--- src/rtl/laser_dac_pkg.sv ---
// Shared definitions for the laser projector DAC path: MCP4922 word layout,
// SPI master control fields and the point sequencer state encoding.
package laser_dac_pkg;

   // MCP4922 command word bit positions
   localparam int CH_BIT     = 15;
   localparam int BUF_BIT    = 14;
   localparam int GA_N_BIT   = 13;
   localparam int SHDN_N_BIT = 12;
   localparam int DATA_W     = 12;

   // SPI master control register fields
   localparam int CTRL_WIDTH_LSB = 0;
   localparam int CTRL_WIDTH_MSB = 4;
   localparam int CTRL_DIV_LSB   = 8;
   localparam int CTRL_DIV_MSB   = 15;
   localparam logic [4:0] SPI_WORD_BITS = 5'd16;

   typedef enum logic [2:0] {
      S_IDLE,
      S_LOAD,
      S_START,
      S_WAIT_CLR,
      S_WAIT_DONE,
      S_CS_GAP,
      S_LDAC,
      S_HOLD
   } seq_state_t;

   // Part of an accepted point still needed after the X word is issued
   typedef struct packed {
      logic [DATA_W-1:0] y;
      logic              laser;
   } pending_t;

   // Unbuffered, gain 1x, output active
   function automatic logic [15:0] dac_word(input logic ch, input logic [DATA_W-1:0] data);
      logic [15:0] w;
      w              = 16'h0000;
      w[CH_BIT]      = ch;
      w[BUF_BIT]     = 1'b0;
      w[GA_N_BIT]    = 1'b1;
      w[SHDN_N_BIT]  = 1'b1;
      w[DATA_W-1:0]  = data;
      return w;
   endfunction

   function automatic logic [31:0] spi_ctrl_word(input logic [7:0] div);
      logic [31:0] c;
      c = 32'h0;
      c[CTRL_DIV_MSB:CTRL_DIV_LSB]     = div;
      c[CTRL_WIDTH_MSB:CTRL_WIDTH_LSB] = SPI_WORD_BITS;
      return c;
   endfunction

endpackage

--- src/rtl/point_period_timer.sv ---
// Point period down-counter. Loads PERIOD-1, counts to 0 and sticks there.
// expire: count is 0. last: count is 0 or 1, i.e. the period ends this cycle
// or has already ended, so a follower state can leave one cycle early and
// land in IDLE exactly when the count reaches 0.
module point_period_timer
   import laser_dac_pkg::*;
#(
   parameter int PERIOD = 2000
) (
   input  logic clk,
   input  logic reset,
   input  logic load,
   output logic expire,
   output logic last
);
   localparam int W = $clog2(PERIOD);
   localparam logic [W-1:0] RELOAD = W'(PERIOD - 1);

   logic [W-1:0] cnt;

   // reload on request, otherwise count down and hold at zero
   always_ff @(posedge clk or posedge reset) begin
      if (reset)
         cnt <= '0;
      else if (load)
         cnt <= RELOAD;
      else if (cnt != '0)
         cnt <= cnt - 1'b1;
   end

   assign expire = (cnt == '0);
   assign last   = (cnt <= W'(1));

endmodule

--- src/rtl/dac_point_sequencer.sv ---
// Galvo point sequencer: turns each accepted (X, Y, laser) point into two
// MCP4922 words pushed through the SPI master, then strobes LDAC and updates
// the laser at a fixed point rate. Blanks the laser when no point is ready.
module dac_point_sequencer
   import laser_dac_pkg::*;
#(
   parameter logic [7:0] CLK_DIV      = 8'd4,
   parameter int         POINT_PERIOD = 2000,
   parameter int         CLR_TIMEOUT  = 8
) (
   input  logic        clk,
   input  logic        reset,
   input  logic        pt_valid,
   output logic        pt_ready,
   input  logic [11:0] pt_x,
   input  logic [11:0] pt_y,
   input  logic        pt_laser,
   output logic        spi_start,
   output logic [31:0] spi_ctrl,
   output logic [31:0] spi_din,
   input  logic [31:0] spi_status,
   output logic        dac_cs_n,
   output logic        dac_ldac_n,
   output logic        laser_en,
   output logic [15:0] underrun_cnt
);
   // WAIT_CLR lasts CLR_TIMEOUT-1 cycles, so starts repeat every CLR_TIMEOUT
   localparam int CW = (CLR_TIMEOUT > 2) ? $clog2(CLR_TIMEOUT - 1) : 1;
   localparam logic [CW-1:0] CLR_LAST = CW'(CLR_TIMEOUT - 2);

   seq_state_t    state, next_state;
   pending_t      pend;
   logic          chan;        // 0 = channel A (X) in flight, 1 = channel B (Y)
   logic          sub;         // second cycle of a two-cycle state
   logic [CW-1:0] clr_cnt;
   logic          handshake, underrun;
   logic          t_expire, t_last;
   logic          xfer_nxt, enter_ldac;
   logic          status_done;
   logic          unused_status;

   assign status_done   = spi_status[0];
   assign unused_status = ^spi_status[31:1];
   assign spi_ctrl      = spi_ctrl_word(CLK_DIV);

   assign handshake = pt_valid & pt_ready;
   // pt_ready qualifies IDLE so the cycle just after reset never counts
   assign underrun  = pt_ready & ~pt_valid & t_expire;

   point_period_timer #(.PERIOD(POINT_PERIOD)) u_timer (
      .clk    (clk),
      .reset  (reset),
      .load   (handshake | underrun),
      .expire (t_expire),
      .last   (t_last)
   );

   // state register
   always_ff @(posedge clk or posedge reset) begin
      if (reset)
         state <= S_IDLE;
      else
         state <= next_state;
   end

   // next-state logic and the look-ahead strobes used by the output registers
   always_comb begin
      next_state = state;
      case (state)
         S_IDLE:      if (handshake) next_state = S_LOAD;
         S_LOAD:      next_state = S_START;
         S_START:     next_state = S_WAIT_CLR;
         S_WAIT_CLR: begin
            if (!status_done)
               next_state = S_WAIT_DONE;
            else if (clr_cnt == CLR_LAST)
               next_state = S_START;
         end
         S_WAIT_DONE: if (status_done) next_state = S_CS_GAP;
         S_CS_GAP:    if (sub) next_state = chan ? S_LDAC : S_LOAD;
         S_LDAC:      if (sub) next_state = S_HOLD;
         S_HOLD:      if (t_last) next_state = S_IDLE;
         default:     next_state = S_IDLE;
      endcase
      xfer_nxt   = (next_state == S_LOAD) || (next_state == S_START) ||
                   (next_state == S_WAIT_CLR) || (next_state == S_WAIT_DONE);
      enter_ldac = (next_state == S_LDAC) && (state != S_LDAC);
   end

   // point latch, channel select, two-cycle phase and clear-wait counter
   always_ff @(posedge clk or posedge reset) begin
      if (reset) begin
         pend    <= '0;
         chan    <= 1'b0;
         sub     <= 1'b0;
         clr_cnt <= '0;
      end else begin
         if (handshake)
            pend <= '{y: pt_y, laser: pt_laser};
         if (state == S_IDLE)
            chan <= 1'b0;
         else if (state == S_CS_GAP && sub)
            chan <= ~chan;
         sub     <= ((state == S_CS_GAP) || (state == S_LDAC)) && !sub;
         clr_cnt <= (state == S_WAIT_CLR) ? clr_cnt + 1'b1 : '0;
      end
   end

   // registered outputs, decoded from the next state so they align with it
   always_ff @(posedge clk or posedge reset) begin
      if (reset) begin
         pt_ready     <= 1'b0;
         spi_start    <= 1'b0;
         spi_din      <= 32'h0;
         dac_cs_n     <= 1'b1;
         dac_ldac_n   <= 1'b1;
         laser_en     <= 1'b0;
         underrun_cnt <= 16'h0;
      end else begin
         pt_ready   <= (next_state == S_IDLE);
         spi_start  <= (next_state == S_START);
         dac_cs_n   <= ~xfer_nxt;
         dac_ldac_n <= (next_state != S_LDAC);
         // X goes straight into the data register at the handshake; Y is
         // loaded as channel A's chip-select gap ends
         if (handshake)
            spi_din <= {16'h0, dac_word(1'b0, pt_x)};
         else if (state == S_CS_GAP && sub && !chan)
            spi_din <= {16'h0, dac_word(1'b1, pend.y)};
         if (underrun)
            laser_en <= 1'b0;
         else if (enter_ldac)
            laser_en <= pend.laser;
         if (underrun && underrun_cnt != 16'hFFFF)
            underrun_cnt <= underrun_cnt + 16'd1;
      end
   end

endmodule

--- config.mk ---
export PLATFORM = sky130hd
export DESIGN_NAME = dac_point_sequencer
export DESIGN_NICKNAME = d
export VERILOG_FILES = /design/src/rtl/laser_dac_pkg.sv /design/src/rtl/point_period_timer.sv /design/src/rtl/dac_point_sequencer.sv
export SDC_FILE = /design/constraint.sdc
export NUM_CORES = 1
export LEC_CHECK = 0
export CAP_MARGIN = 10
export CORE_ASPECT_RATIO = 0.8
export CORE_MARGIN = 1.5
export CORE_UTILIZATION = 44
export CTS_CLUSTER_SIZE = 16
export DETAILED_ROUTE_END_ITERATION = 7
export HOLD_SLACK_MARGIN = 0.08
export PLACE_DENSITY = 0.81
export RECOVER_POWER = 50
export SYNTH_ARGS = -nofsm -noshare
export SYNTH_HDL_FRONTEND = slang
export SYNTH_SLANG_ARGS = --single-unit
export TNS_END_PERCENT = 1
--- constraint.sdc ---
create_clock -name clk -period 3.1 [get_ports clk]
set_input_delay 0.775 -clock clk [delete_from_list [all_inputs] [get_ports clk]]
set_output_delay 0.775 -clock clk [all_outputs]
set_load 0.03 [all_outputs]
Word level (Yosys, flattened, before mapping)
Cells that the tools add are included.
- register bits after elaboration: 85
- input port bits: 60
- output and inout port bits: 85
- word-level logic and storage cells: 78
- add/sub/neg operators: 3
- magnitude comparators: 1
- equality and inequality tests: 16
- muxes and demuxes: 18
- bitwise operators: 7
- reductions and logical operators: 19
- operators by type and width (operator ; number):
    2-to-1 mux 32 bit ; 2
    2-to-1 mux 3 bit ; 9
    one-hot mux 3 bit (8 select lines) ; 1
    2-to-1 mux 11 bit ; 2
    equality test 3 bit, second input constant ; 7
    adder 16 x 1 -> 16 bit, second input constant ; 1
    != test 16 bit, second input constant ; 1
    equality test 3 x 2 -> 1 bit, second input constant ; 4
    <= comparator 11 x 1 -> 1 bit, second input constant ; 1
    zero test 11 bit ; 1
    nonzero test 11 bit ; 1
    subtractor 11 x 1 -> 11 bit, second input constant ; 1
    nonzero test 2 bit ; 4
    equality test 3 x 1 -> 1 bit, second input constant ; 2
    zero test 3 bit ; 2
    != test 3 bit, second input constant ; 2
    logical AND 1 bit ; 5
    logical OR 1 bit ; 4
    2-to-1 mux 1 bit ; 4
    adder 3 x 1 -> 3 bit, second input constant ; 1
    bitwise AND 1 bit ; 3
    inverter 1 bit ; 3
    zero test 1 bit ; 2
    OR 1 bit ; 1

Logic depth before layout (Yosys ltp)
Gate-level depths: netlist of the first run.
- depth after elaboration: 9
- depth in mapped cells: 7
- mapped depth without buffers: 7

Modules after synthesis
Synthesis of the first run repeated with hierarchy kept, for this count alone.
- cell total of the unflattened synthesis: 341
- area total of the unflattened synthesis: 3622.2 sq um
- modules (own cells, without submodules) (module ; times used ; cells each ; area an instance (sq um) ; seq. area each (sq um)):
    dac_point_sequencer ; 1 ; 280 ; 2991.6 ; 1403.8
    point_period_timer ; 1 ; 61 ; 630.6 ; 275.3

Least setup slack after synthesis of the first run
Ideal clock, no wire load.
- path kind: in2reg
- start point: input port pt_valid
- end point: register pend[0] (netlist bit)
- data arrival time: 1836 ps
- required time: 2975 ps
- path slack: 1140 ps
- cell stages on the path: 4
- buffers on the path: 2
- cells stage by stage: and2_1 -> clkbuf_1 -> clkbuf_1 -> mux2_2
- word-level cells in the longest chain between the ends: 1
- ends and longest elaborated chain (what ; RTL line ; source):
    start, declared ; dac_point_sequencer.sv:13 ; input logic pt_valid,
    bitwise AND 1 bit ; dac_point_sequencer.sv:46 ; assign handshake = pt_valid & pt_ready;
    end signal, assigned ; dac_point_sequencer.sv:99 ; pend <= '{y: pt_y, laser: pt_laser};
    end, declared ; dac_point_sequencer.sv:32 ; pending_t pend;
No other way between the ends.
A chain may end at the register's enable or synchronous reset.

Final worst setup path of the first run
- start point: input port pt_valid
- end point: register dac_cs_n
- word-level cells in the longest chain between the ends: 8
- elaborated cells on any way between the ends: 11
- classes of those cells: 4 x eq/ne; 2 x mux; 2 x bitwise; 3 x reduce/logical
- ends and longest elaborated chain (what ; RTL line ; source):
    bitwise AND 1 bit * ; dac_point_sequencer.sv:46 ;
    2-to-1 mux 3 bit * ; dac_point_sequencer.sv:70 ; S_IDLE: if (handshake) next_state = S_LOAD;
    one-hot mux 3 bit (8 select lines) * ; dac_point_sequencer.sv:69 ; case (state)
    equality test 3 x 1 -> 1 bit / equality test 3 x 2 -> 1 bit (equally long branches) ; dac_point_sequencer.sv:85 ; xfer_nxt = (next_state == S_LOAD) || (next_state == S_START) ||
    logical OR 1 bit (2 in a row) ; dac_point_sequencer.sv:85 ;
    logical OR 1 bit * ; dac_point_sequencer.sv:86 ; (next_state == S_WAIT_CLR) || (next_state == S_WAIT_DONE);
    inverter 1 bit * ; dac_point_sequencer.sv:122 ; dac_cs_n <= ~xfer_nxt;
    end signal, assigned ; dac_point_sequencer.sv:122 ;
    end, declared ; dac_point_sequencer.sv:22 ; output logic dac_cs_n,
Every way passes the cells marked *; elsewhere a longest branch is shown, timed or not.

==> impl_metrics.toml, run 1 <==
[worst_setup_path]
critPathKind = "input pin to register"
cp_top_family = "simple AND/OR/NAND/NOR gates"
rrSetupSlack_ps = 910
endpoint_kind = "register"
cp_num_buf_inv = 1
cp_slowest_stage_delay_ps = 920
rr_endpoint = "underrun_cnt[7]"
ff2ff_path_depth = 5
crit_fanout = 17
start_kind = "input pin"
critical_path_arrival_ps = 2870
required_ps = 3370
path_cells = "dlygate4sd3_1 -> and2_0 -> nor3_1 -> a21oi_1 -> xnor2_1"
r2r_start = "u_timer.cnt[2]"
slowest_stage = "and2_0"

[cts]
cts.clk_slew.worst_paths_ps = 80
numCtsBuffers = 9
cts_setup_buffers = 0
cts_buffer_depth = 2
clk_latency_ps = 340
cts_tree = "yes"
ctsHoldBuffers = 0
cts_max_level = 3
numClockSinks = 67
cts-root-buf = "clkbuf_8"
ctsResizeCount = 0

[synth]
syn_avg_cell_area_um2 = 10.55
ys_warn_count = 0
netlist_area_um2 = 3588
synthAdderAreaFrac_pct = 2.092
yosys.area_share.simple_pct = 17.40
synth_compound_area_share_pct = 7.706
synth_cells = 340
synth_xor_area_share_pct = 5.370
synth_mux_area_share_pct = 8.020
synth_top_family_by_area = "simple AND/OR/NAND/NOR gates"
synth_cell_types = 47
synth_edf_count = 0
ys_ff_latch = 67
synth-seq-area-share_pct = 46.79
synth_ff_type = "dfrtp_1"
ys_async_sr_fraction_pct = 100.0

[sta]
setup_viol = 0
slew_headroom_pct = 22.47
hold_viol = 0
hold_ws_ps = 465.4
drv_slew = 0
min_period_over_period_pct = 83.70
grt_setup_unrepaired = "false"
tns_ps = 0
finClkSkew_ps = 8.774
period_minus_slack_ps = 2595
tightest_slew_ps = 1162
max_freq_mhz = 385.4

[min_path]
hold_path_startpoint = "clr_cnt[0]"
holdCritPathClass = "register to register"
hold_depth = 1
min_to = "clr_cnt[0]"

[floorplanning]
chipWidth_um = 104.0
die-area_um2 = 8710
die_h_um = 83.78
io_pins = 145
core_area_um2 = 7910
initial_utilization_pct = 45.37
placementRows = 29

[grt]
grt_overflow = 0
grt_use_total_pct = 16.41
grt_max_degree = 40
grt_pass1_wl_um = 11400
grt_pass1_vias = 2493
grt_antenna_before_repair = 0

[placed_design]
hpwl_um = 4976
post_dp_cell_area_um2 = 4145
io_buffers = 64
routabilityCongestion = 0.7978

[pwr]
power_leakage_nw = 1.867
ir_drop_mv = 0.4928
power_density_nw_per_um2 = 792.8

[final_layout]
regArea_um2 = 1679
nets = 469
multi_input_area_um2 = 1640
antennaDiodeCount = 0
areaGrowthSynthToFinish_pct = 21.13
layout-drive-gt1-share_pct = 10.29
fin_area_um2 = 4347
n_fill_cell = 721

[outcome]
status = "complete, no violations"

[routing]
wl_per_cell_um = 13.37
viasPerCell = 4.843
drc = 0
ant_nets = 0
vias = 2499
drtIter0Drc = 135
finalWirelength_um = 6900
drt_first_pass_iters = 4

[run]
drv_cap = 0
[cells in the mapped netlist (all sizes together) (2+ instances only)]
library cell	n	area (µm²)
nand2	22	82.58
xnor2	14	122.6
nand3b	2	15.01
nor4	3	55.05
clkbuf	8	30.03
conb	2	7.510
and3	8	50.05
buf	53	392.9
xor2	8	70.07
dfstp	2	52.55
nand4	8	65.06
a2111oi	2	55.05
a31oi	2	12.51
nand2b	5	31.28
and2	4	25.02
nand4b	2	17.52
nor3	8	40.04
nor2b	4	25.02
dfrtp	65	1627
nand3	10	50.05
or3	2	12.51
ha	6	75.07
a21oi	19	95.09
inv	6	22.52
mux2i	13	130.1
o21ai	5	25.02
nor2	29	108.9
mux2	14	157.6
[flip-flops by register name (all words and copies together) (netlist names), 3 cells and up]
name,flops
underrun_cnt,16
spi_din,14
pend,13
u_timer.cnt,11
clr_cnt,3
state,3
[worst max-delay path by stage]
stage / depth (start not counted) / from / slack [ps] / endpoint
final: 5 / pt_valid / 510 / dac_cs_n
after global routing: 5 / pt_valid / 420 / dac_cs_n
after CTS: 1 / dac_ldac_n / 780 / dac_ldac_n
after detailed placement: 5 / pt_valid / 500 / dac_cs_n
after global placement: 5 / pt_valid / 480 / dac_cs_n
after floorplan: 1 / reset / 650 / chan
[cell usage in the layout (no fill, tap or decap), types with 10 or more instances in the layout]
cell / n
dfrtp_1: 65
a21oi_1: 19
mux2_2: 13
nand2_1: 22
clkbuf_8: 10
nor2_1: 29
conb_1: 49
clkdlybuf4s50_1: 61
nand3_1: 10
xnor2_1: 14
mux2i_1: 13
[metal layers]
layer  vias to the layer above  global-route usage, %  wire length (µm)
li1                       1190                      -                 -
met4                         0                  4.798                73
met1                      1228                  19.71              2930
met3                        10                  6.323               437
met5                         -                      0                 0
met2                        71                  27.45              3458
[final cells by class]
class                      count  area share, %
sequential                    67          38.63
timing repair buffer          66          15.37
inverter                       6         0.5181
tap                          108          3.109
multi-input combinational    253          37.74
clock inverter                 6          1.468
clock buffer                  10          3.166
[logic make-up after synthesis]
kind of cell	count (synthesis)
xor+xnor	22
mux	27
buf+inv	67
fa+ha+maj	6
flops	67
other cells	2
compound gates	38
simple gates	111
[where the power goes]
| part | switching (mW) | internal [mW] | total, mW |
|---|---|---|---|
| logic | 0.715 | 0.563 | 1.28 |
| registers | 0.270 | 1.16 | 1.43 |
| clock network | 0.342 | 0.393 | 0.735 |
[stage by stage]
stage	cells	worst slack, ps	total power [mW]	utilization, %
floorplan	387	645.2	2.371	-
global placement	500	481.2	2.669	52.40
detailed placement	500	500.7	2.729	52.40
CTS	516	777.1	3.477	54.95
global route	516	418.5	3.654	54.95
finish	516	505.4	3.446	54.95
Power figures use the tool's default switching activity.
==> run 2: changes to the inputs <==
==> constraint.sdc (replaced) <==
create_clock -name clk -period 2.7 [get_ports clk]
set_input_delay 0.675 -clock clk [delete_from_list [all_inputs] [get_ports clk]]
set_output_delay 0.675 -clock clk [all_outputs]
set_load 0.03 [all_outputs]
==> run 2 against run 1 <==
Against the previous run: non-clock buffer count rose by 3; global-route usage rose by 0.36 points; clock power rose by 15%; sequential cell count did not move; cell count rose by 0.58%; power rose by 15%; cell area barely moved; worst hold slack got worse by 6.8 ps; sequential share of layout area barely moved; critical endpoint is now dac_ldac_n; worst setup slack got worse by 2.5 ps; wire length fell by 0.35%; largest cell class unchanged.
==> impl_metrics.toml, run 2 (synthesis results as in run 1) <==
[sta]
grt_setup_unrepaired = "false"
tns_ps = 0
drv_slew = 0
min_period_over_period_pct = 81.37
max_freq_mhz = 455.1
finClkSkew_ps = 8.180
period_minus_slack_ps = 2197
slew_headroom_pct = 2.538
setup_viol = 0
hold_viol = 0
timing.final.ws_setup_ps = 502.9
tightest_slew_ps = 1462

[outcome]
status = "complete, no violations"

[routing]
vias = 2492
wl_per_cell_um = 13.25
drt_first_pass_iters = 4
drtIter0Drc = 69
finalWirelength_um = 6876
drc = 0
ant_nets = 0
viasPerCell = 4.802

[placed_design]
dp_slack_ps = 274.6
post_dp_cell_area_um2 = 4168
io_buffers = 64
hpwl_um = 4974
routabilityCongestion = 0.7848

[grt]
grt_pass1_vias = 2474
grt_antenna_before_repair = 0
grt_max_degree = 40
grt_overflow = 0
grt_use_total_pct = 16.77
grt_pass1_wl_um = 11720

[pwr]
switching_share_pct = 37.90
ir_drop_mv = 0.4616
combPwrFrac_pct = 37.2
power_leakage_nw = 1.869
seqPwrFrac_pct = 41.4
power_density_nw_per_um2 = 910.1
power_switching_mw = 1.501
p_clk_share_pct = 21.4
internal_power_mw = 2.459

[worst_setup_path]
critPathKind = "register to output port"
required_ps = 2030
cp_top_family = "buffers and inverters"
slowest_stage = "clkdlybuf4s50_1"
endpoint_kind = "output port"
path_cells = "clkdlybuf4s50_1"
cp_slowest_stage_delay_ps = 660
crit_fanout = 1
cp_num_buf_inv = 1
start_kind = "register"
critical_path_arrival_ps = 1520

[final_layout]
layout-drive-gt1-share_pct = 10.22
largest_register = "underrun_cnt"
largest_register_ffs = 16
nets = 472
final_common_cell = "dfrtp_1"
antennaDiodeCount = 0
biggestRegsByFlops = "underrun_cnt (16), spi_din (14), pend (13)"
areaGrowthSynthToFinish_pct = 21.23
final_cell_mix = "dfrtp_1, clkdlybuf4s50_1, conb_1, nor2_1, nand2_1"
fin_area_um2 = 4350

[floorplanning]
io_pins = 145
core_area_um2 = 7910
initial_utilization_pct = 45.37
die-area_um2 = 8710
chipWidth_um = 104.0
die_h_um = 83.78
placementRows = 29

[cts]
cts.clk_slew.worst_paths_ps = 70
cts_tree = "yes"
cts_setup_buffers = 0
numCtsBuffers = 9
cts_buffer_depth = 2
ctsHoldBuffers = 0
ctsResizeCount = 0
numClockSinks = 67
clk_latency_ps = 340
cts_max_level = 3
cts-root-buf = "clkbuf_8"

[run]
drv_cap = 0

[min_path]
holdCritPathClass = "register to register"
## run 2: power groups by stage
stage | registers [mW] | clock network [mW] | logic (mW)
floorplan | 1.77 | 0 | 0.948
finish | 1.64 | 0.845 | 1.47
global route | 1.69 | 0.916 | 1.60
CTS | 1.64 | 0.864 | 1.50
global placement | 1.63 | 0 | 1.44
detailed placement | 1.66 | 0 | 1.49
## run 2: routing by layer
layer	global-route usage, %	vias up	routed length (µm)
li1	-	1192	-
met3	5.933	9	395
met1	20.54	1210	2952
met4	4.672	0	98
met5	0	-	0
met2	28.12	81	3430
## run 2: path summary, 6_finish.rpt
kind	start	endpoint	slack, ps	depth (start not counted)
worst max-delay path	dac_ldac_n	dac_ldac_n	500	1
worst min-delay path	clr_cnt[0]	clr_cnt[0]	460	1
worst max register to register	u_timer.cnt[3]	underrun_cnt[15]	530	5
worst min register to register	clr_cnt[0]	clr_cnt[0]	460	1
max in group asynchronous	reset	chan	570	3
min in group asynchronous	reset	pend[2]	1080	3
## run 2: cell type report
class / count / area [µm²]
tap: 108 / 135.1
sequential: 67 / 1679
fill: 729 / 3560
multi-input combinational: 253 / 1625
timing repair buffer: 69 / 684.4
inverter: 6 / 22.52
clock buffer: 12 / 155.1
clock inverter: 4 / 48.80
## run 2: per-stage QoR
step,power [mW],cells,util (%),hold WS [ps]
6_report,3.959,519,55.00,458.6
4_1_cts,4.006,519,55.27,462.2
2_1_floorplan,2.722,387,-,432.2
3_3_place_gp,3.071,503,52.69,442.0
3_5_place_dp,3.149,503,52.69,450.4
5_1_grt,4.205,519,55.00,481.5
